--- config.mk ---
export PLATFORM = sky130hd
export DESIGN_NAME = reset_sequencer
export DESIGN_NICKNAME = d
export VERILOG_FILES = /design/src/rtl/reset_sequencer.sv
export SDC_FILE = /design/constraint.sdc
export NUM_CORES = 1
export LEC_CHECK = 0
export BUFFER_PORTS_ARGS = -buffer_cell sky130_fd_sc_hd__buf_2
export CAP_MARGIN = 25
export CORE_ASPECT_RATIO = 1.2
export CORE_MARGIN = 2
export CORE_UTILIZATION = 25
export CTS_CLUSTER_SIZE = 20
export DETAILED_ROUTE_END_ITERATION = 8
export PLACE_DENSITY_LB_ADDON = 0.25
export SETUP_SLACK_MARGIN = 0.2
export SLEW_MARGIN = 20
export SYNTH_ARGS = -nofsm -noshare
export SYNTH_HDL_FRONTEND = slang
export SYNTH_SLANG_ARGS = --single-unit
--- constraint.sdc ---
create_clock -name clock -period 3 [get_ports clock]
set_input_delay 0.9 -clock clock [delete_from_list [all_inputs] [get_ports clock]]
set_output_delay 0.9 -clock clock [all_outputs]
set_load 0.03 [all_outputs]
--- src/rtl/reset_sequencer.sv ---
// Orders reset release after DCM lock: ZBT RAM interface first, system logic STAGGER_CYCLES later.
// Optional `LOCK_LOSS_COUNT_EN adds a saturating lock_loss_count output.
module reset_sequencer #(
    parameter int SETTLE_CYCLES  = 1024,
    parameter int STAGGER_CYCLES = 16,
    parameter int SYNC_STAGES    = 2,
    parameter int LOST_FILTER    = 4
) (
    input  logic       clock,
    input  logic       reset_n,
    input  logic       locked,
    output logic       ram_reset,
    output logic       sys_reset,
    output logic       ready
`ifdef LOCK_LOSS_COUNT_EN
    ,
    output logic [7:0] lock_loss_count
`endif
);

    localparam int MAX_CYCLES = (SETTLE_CYCLES > STAGGER_CYCLES) ? SETTLE_CYCLES : STAGGER_CYCLES;
    localparam int CNT_W      = $clog2(MAX_CYCLES + 1);
    localparam int FILT_W     = $clog2(LOST_FILTER + 1);

    localparam logic [CNT_W-1:0]  CNT_ONE      = CNT_W'(1);
    localparam logic [CNT_W-1:0]  SETTLE_LAST  = CNT_W'(SETTLE_CYCLES - 1);
    localparam logic [CNT_W-1:0]  STAGGER_LAST = CNT_W'(STAGGER_CYCLES - 1);
    localparam logic [FILT_W-1:0] FILT_ONE     = FILT_W'(1);
    localparam logic [FILT_W-1:0] FILT_LAST    = FILT_W'(LOST_FILTER - 1);
    localparam logic              SETTLE_IS_1  = (SETTLE_CYCLES == 1);

    typedef enum logic [2:0] {
        ST_HOLD      = 3'd0,
        ST_WAIT_LOCK = 3'd1,
        ST_SETTLE    = 3'd2,
        ST_STAGGER   = 3'd3,
        ST_RUN       = 3'd4,
        ST_LOST      = 3'd5
    } state_t;

    logic [SYNC_STAGES-1:0] r_lock_sync;
    state_t                 r_state;
    logic [CNT_W-1:0]       r_cnt;
    logic [FILT_W-1:0]      r_filt;
    logic                   r_ram_reset;
    logic                   r_sys_reset;
    logic                   r_ready;

    logic                   w_locked_s;
    state_t                 w_state_nxt;
    logic [CNT_W-1:0]       w_cnt_nxt;
    logic [FILT_W-1:0]      w_filt_nxt;

    assign w_locked_s = r_lock_sync[SYNC_STAGES-1];

    function automatic logic ram_rst_for(input state_t s);
        return (s != ST_STAGGER) && (s != ST_RUN);
    endfunction

    function automatic logic sys_rst_for(input state_t s);
        return (s != ST_RUN);
    endfunction

    // The cycle that moves WAIT_LOCK to SETTLE already saw lock high, so it counts as the first settle cycle.
    always_comb begin
        w_state_nxt = r_state;
        w_cnt_nxt   = r_cnt;
        w_filt_nxt  = '0;
        case (r_state)
            ST_HOLD: begin
                w_state_nxt = ST_WAIT_LOCK;
                w_cnt_nxt   = '0;
            end
            ST_WAIT_LOCK: begin
                w_cnt_nxt = '0;
                if (w_locked_s) begin
                    if (SETTLE_IS_1) begin
                        w_state_nxt = ST_STAGGER;
                    end else begin
                        w_state_nxt = ST_SETTLE;
                        w_cnt_nxt   = CNT_ONE;
                    end
                end
            end
            ST_SETTLE: begin
                if (!w_locked_s) begin
                    w_state_nxt = ST_WAIT_LOCK;
                    w_cnt_nxt   = '0;
                end else if (r_cnt == SETTLE_LAST) begin
                    w_state_nxt = ST_STAGGER;
                    w_cnt_nxt   = '0;
                end else begin
                    w_cnt_nxt = r_cnt + CNT_ONE;
                end
            end
            ST_STAGGER: begin
                if (!w_locked_s) begin
                    w_state_nxt = ST_WAIT_LOCK;
                    w_cnt_nxt   = '0;
                end else if (r_cnt == STAGGER_LAST) begin
                    w_state_nxt = ST_RUN;
                    w_cnt_nxt   = '0;
                end else begin
                    w_cnt_nxt = r_cnt + CNT_ONE;
                end
            end
            ST_RUN: begin
                w_cnt_nxt = '0;
                if (!w_locked_s) begin
                    if (r_filt == FILT_LAST) begin
                        w_state_nxt = ST_LOST;
                    end else begin
                        w_filt_nxt = r_filt + FILT_ONE;
                    end
                end
            end
            ST_LOST: begin
                w_state_nxt = ST_WAIT_LOCK;
                w_cnt_nxt   = '0;
            end
            default: begin
                w_state_nxt = ST_WAIT_LOCK;
                w_cnt_nxt   = '0;
            end
        endcase
    end

    // Outputs are decoded from the next state so they change on the same edge as the state.
    always_ff @(posedge clock or negedge reset_n) begin
        if (!reset_n) begin
            r_lock_sync <= '0;
            r_state     <= ST_HOLD;
            r_cnt       <= '0;
            r_filt      <= '0;
            r_ram_reset <= 1'b1;
            r_sys_reset <= 1'b1;
            r_ready     <= 1'b0;
        end else begin
            r_lock_sync <= {r_lock_sync[SYNC_STAGES-2:0], locked};
            r_state     <= w_state_nxt;
            r_cnt       <= w_cnt_nxt;
            r_filt      <= w_filt_nxt;
            r_ram_reset <= ram_rst_for(w_state_nxt);
            r_sys_reset <= sys_rst_for(w_state_nxt);
            r_ready     <= ~sys_rst_for(w_state_nxt);
        end
    end

    assign ram_reset = r_ram_reset;
    assign sys_reset = r_sys_reset;
    assign ready     = r_ready;

`ifdef LOCK_LOSS_COUNT_EN
    logic [7:0] r_loss_cnt;

    function automatic logic [7:0] sat_inc8(input logic [7:0] v);
        return (v == 8'hFF) ? v : v + 8'd1;
    endfunction

    always_ff @(posedge clock or negedge reset_n) begin
        if (!reset_n) begin
            r_loss_cnt <= '0;
        end else if ((w_state_nxt == ST_LOST) && (r_state != ST_LOST)) begin
            r_loss_cnt <= sat_inc8(r_loss_cnt);
        end
    end

    assign lock_loss_count = r_loss_cnt;
`endif

endmodule
; ---- Word-level counts from Yosys, hierarchy flattened
; Index checks and enable logic that the tools add are counted.
[totals]
word_cells = 37
output_inout_bits = 3
ff_bits = 22
memories = 0
ram_bits = 0
mem_bits_ro = 0
latchBits = 0
[op_classes]
n_mul = 0
div_mod_pow = 0
shift = 0
n_bitwise = 1
magnitude_cmp = 0
reduce_logical = 1
n_eq_ne = 9
n_mux = 17
n_addsub = 2
[op_table]
columns = operator, n
row1 = two-way mux 11 bit, 4
row2 = one-hot mux 11 bit (3 select lines), 1
row3 = two-way mux 3 bit, 10
row4 = one-hot mux 3 bit (4 select lines), 1
row5 = "adder 11 x 1 -> 11 bit, second input constant", 1
row6 = "equality test 11 x 10 -> 1 bit, second input constant", 1
row7 = "equality test 11 x 4 -> 1 bit, second input constant", 1
row8 = "equality test 3 x 2 -> 1 bit, second input constant", 3
row9 = "adder 3 x 1 -> 3 bit, second input constant", 1
row10 = "equality test 3 x 1 -> 1 bit, second input constant", 1
row11 = "equality test 3 bit, second input constant", 1
row12 = "inequality test 3 x 2 -> 1 bit, second input constant", 1
row13 = "inequality test 3 bit, second input constant", 1
row14 = logical AND 1 bit, 1
row15 = two-way mux 1 bit, 1
row16 = NOT 1 bit, 1

; ---- Logic depth before layout (Yosys ltp)
[logic_depth]
depth_word = 6
ltp_mapped = 6
ltp_nobuf = 6

; ---- Worst setup path after synthesis
; No wires, ideal clock.
[synth_path]
path_type = register -> register
from = reg r_cnt[0]
to = reg r_ram_reset (netlist: ram_reset)
path_buffers = 0
stages_incl_launch_ff = 6
slack_ns = 1.250
setup_ns = 0.075
t_required_ns = 2.925
arrival_ns = 1.675
path_cell_list = dfrtp_1 -> ha_1 -> nand3_1 -> or4_1 -> o21ai_2 -> mux2i_1
[synth_via]
elab_chain_cells = 6
word_cells_on_any_way = 10
classes_between = eq/ne (4) / mux (5) / reduce/logical (1)
[synth_rtl]
columns = element, line
row1 = "start, declared", 43  ; logic [CNT_W-1:0] r_cnt;
row2 = "start signal, assigned", 141  ; r_cnt <= w_cnt_nxt;
row3 = equality test 11 x 4 -> 1 bit / equality test 11 x 10 -> 1 bit (equally long branches), "100, 89"
row4 = "two-way mux 3 bit, on equally long branches", "100, 89"
row5 = "two-way mux 3 bit, on equally long branches", "97, 86"
row6 = one-hot mux 3 bit (4 select lines) *, 69  ; case (r_state)
row7 = inequality test 3 x 2 -> 1 bit / inequality test 3 bit (equally long branches), 57  ; return (s != ST_STAGGER) && (s != ST_RUN);
row8 = logical AND 1 bit *, 57
row9 = "end signal, assigned", 143  ; r_ram_reset <= ram_rst_for(w_state_nxt);
row10 = "end, declared", 45  ; logic r_ram_reset;
; Every way passes the cells marked *; elsewhere a longest branch is shown, timed or not.

; ---- Worst setup path after layout
; Same ends and word-level chain as after synthesis.

==> impl_metrics.tcl <==
set metrics [dict create \
    clockRootBuffer "clkbuf_8" \
    drtIter0Drc 6 \
    clock.fmax_ghz 0.522 \
    arrival_ns 2.10 \
    overflow 0 \
    drv_cap 0 \
    r2r_start "r_cnt[0]" \
    fin_skew_ns 0.00916 \
    r2r_cells 5 \
    tns_ns 0 \
    cts_resized 0 \
    grt_pass1_vias 773 \
    worstSetupPathType "reg -> reg" \
    grt_util_all_layers_pct 9.39 \
    setup_viol 0 \
    cp_max_fo 4 \
    power_leakage_nw 0.484 \
    postRouteAntennaNets 0 \
    ys_warn_count 0 \
    clk_latency_ns 0.26 \
    dieArea_sq_um 4770 \
    grt_pass1_wl_um 3440 \
    yosys.area.top_type "dfrtp_1" \
    cts_tree "done" \
    layout.nets 110 \
    reg2reg_to "ram_reset" \
    globalplace.congestion 0.800 \
    rows 25 \
    clockBufferDepth 2 \
    yosysUniqueCellTypes 37 \
    synth.avg_cell_area_sq_um 10.9 \
    power_mw 0.595 \
    synth_flop_cell "dfrtp_1" \
    drv_slew 0 \
    grt_max_degree 23 \
    r2r_slack_ns 1.08 \
    synth_common_cells "dfrtp_1, nor2_1, nand2_1" \
    finalHoldViolations 0 \
    p_per_area_nw_per_um2 502 \
    synth-edff-count 0 \
    routed_wl_um 1890 \
    drcViolationCount 0 \
    dp_hpwl_um 1410 \
    slew_headroom_pct 67.8 \
    clkTransAtPathRegs_ns 0.08 \
    drive_gt1_share_pct 18.3 \
    antenna_found_initial 0 \
    syn_to_final_growth_pct 12.1 \
    wl_per_cell_um 11.9 \
    synthArstFlopShare_pct 100 \
    die_h_um 75.2 \
    run_status "complete, no violations" \
    rsz0062_at_grt "no" \
    yosysMostFrequentCell "dfrtp_1" \
    cts_setup_buffers 0 \
    cp_data_required_time_ns 3.18 \
    die_w_um 63.4 \
    synth_top_area_share_pct 47.3 \
    start_util_pct 26.4 \
    num_antenna_cells 0 \
    crit_path_end_kind "register" \
    ys_seq_area_share_pct 52.3 \
    synthesis.area_sq_um 1060 \
    synthTopCellsByArea "dfrtp_1, dfstp_2, nor2_1" \
    crit_end "ram_reset" \
    min_delay_path_depth 0 \
    numCtsBuffers 3 \
    critPathLaunchType "register" \
    viasPerCell 4.65 \
    min_period_over_period_pct 63.8 \
    worst_pin_slew_ns 0.483 \
    htreeDepth 1 \
    drt_pre_antenna_iters 3 \
    synth_nets 102 \
    vias 734 \
    peakVddDrop_mv 0.190 \
    io_pins 6 \
    cts_sinks 22 \
    fin_crit_ns 1.92 \
    min_path_type "reg -> reg" \
    ys_ff_latch 22 \
    crit_path_start "r_cnt[0]" \
    core-area_sq_um 4000 \
    ctsHoldBuffers 0 \
    portBuffers 5 \
    syn_inst 97 \
    fill_cells 457 \
]
## how the worst min path moves through the flow
stage / start / endpoint / slack, ns
3_3_place_gp: r_lock_sync[0] / r_lock_sync[1] / 0.34
3_5_place_dp: r_lock_sync[0] / r_lock_sync[1] / 0.34
5_1_grt: r_lock_sync[0] / r_lock_sync[1] / 0.36
4_1_cts: r_lock_sync[0] / r_lock_sync[1] / 0.36
2_1_floorplan: r_lock_sync[0] / r_lock_sync[1] / 0.33
6_report: r_lock_sync[0] / r_lock_sync[1] / 0.35
## flip-flops by register name (all words and copies together), names as in the netlist
name / count
r_filt: 3
sys_reset: 1
r_lock_sync: 2
r_cnt: 11
ram_reset: 1
ready: 1
r_state: 3
## worst max-delay path, stage by stage, from the launching register on
cell and delay (ns):
dfrtp_1 0.39, ha_1 0.21, nand3_1 0.19, or4_1 0.61, o21ai_2 0.21, mux2i_1 0.22
## power breakdown
group / leakage [nW] / switching (mW) / internal, mW
logic: 0.172 / 0.0433 / 0.0304
registers: 0.289 / 0.0232 / 0.313
clock network: 0.0228 / 0.0906 / 0.0946
total: 0.484 / 0.157 / 0.438
## through the flow
step / instances / worst slack [ns] / area, sq um / hold slack (ns) / util, %
global placement: 154 / 1.16 / 1140 / 0.336 / 28.5
finish: 158 / 1.08 / 1180 / 0.355 / 29.6
detailed placement: 154 / 1.09 / 1140 / 0.338 / 28.5
global route: 158 / 0.920 / 1180 / 0.364 / 29.6
CTS: 158 / 1.07 / 1180 / 0.358 / 29.6
floorplan: 97 / 1.25 / 1060 / 0.331 / -
## logic make-up (layout without fill, tap and decap cells)
family / Yosys count / after routing / share of synthesized area (%)
xor+xnor: 8 / 8 / 6.63
mux: 1 / 1 / 0.947
flops: 22 / 22 / 52.3
simple gates: 44 / 44 / 23.2
compound gates: 14 / 14 / 12.2
buf+inv: 6 / 13 / 2.37
fa+ha+maj: 2 / 2 / 2.37
## layout make-up
type / count / area (sq um) / share of cell area [%]
timing repair buffer: 5 / 25.0 / 2.11
inverter: 4 / 15.0 / 1.27
tap: 54 / 67.6 / 5.70
sequential: 22 / 553 / 46.7
multi-input combinational: 69 / 479 / 40.4
clock buffer: 4 / 45.0 / 3.80
## routing by layer
metal / share of wire (%) / wire length [um] / up-vias / global-route usage (%)
li1: - / - / 351 / -
met3: 2.2 / 42 / 5 / 1.49
met1: 42 / 783 / 370 / 10.3
met4: 2.8 / 52 / 0 / 5.80
met5: 0 / 0 / - / 0
met2: 53 / 1010 / 8 / 17.2
## cell usage in the layout, fill, tap and decap left out, types with 2 or more instances in the layout
cell	instances
dfrtp_1	20
nor2_1	13
nand2_1	7
nand3_1	5
buf_2	5
nor2b_1	4
xnor2_1	4
xor2_1	4
a21oi_1	3
inv_1	3
clkbuf_8	3
nand4_1	2
o21ai_0	2
nor4_1	2
ha_1	2
dfstp_2	2
(Power assumes the default switching activity.)
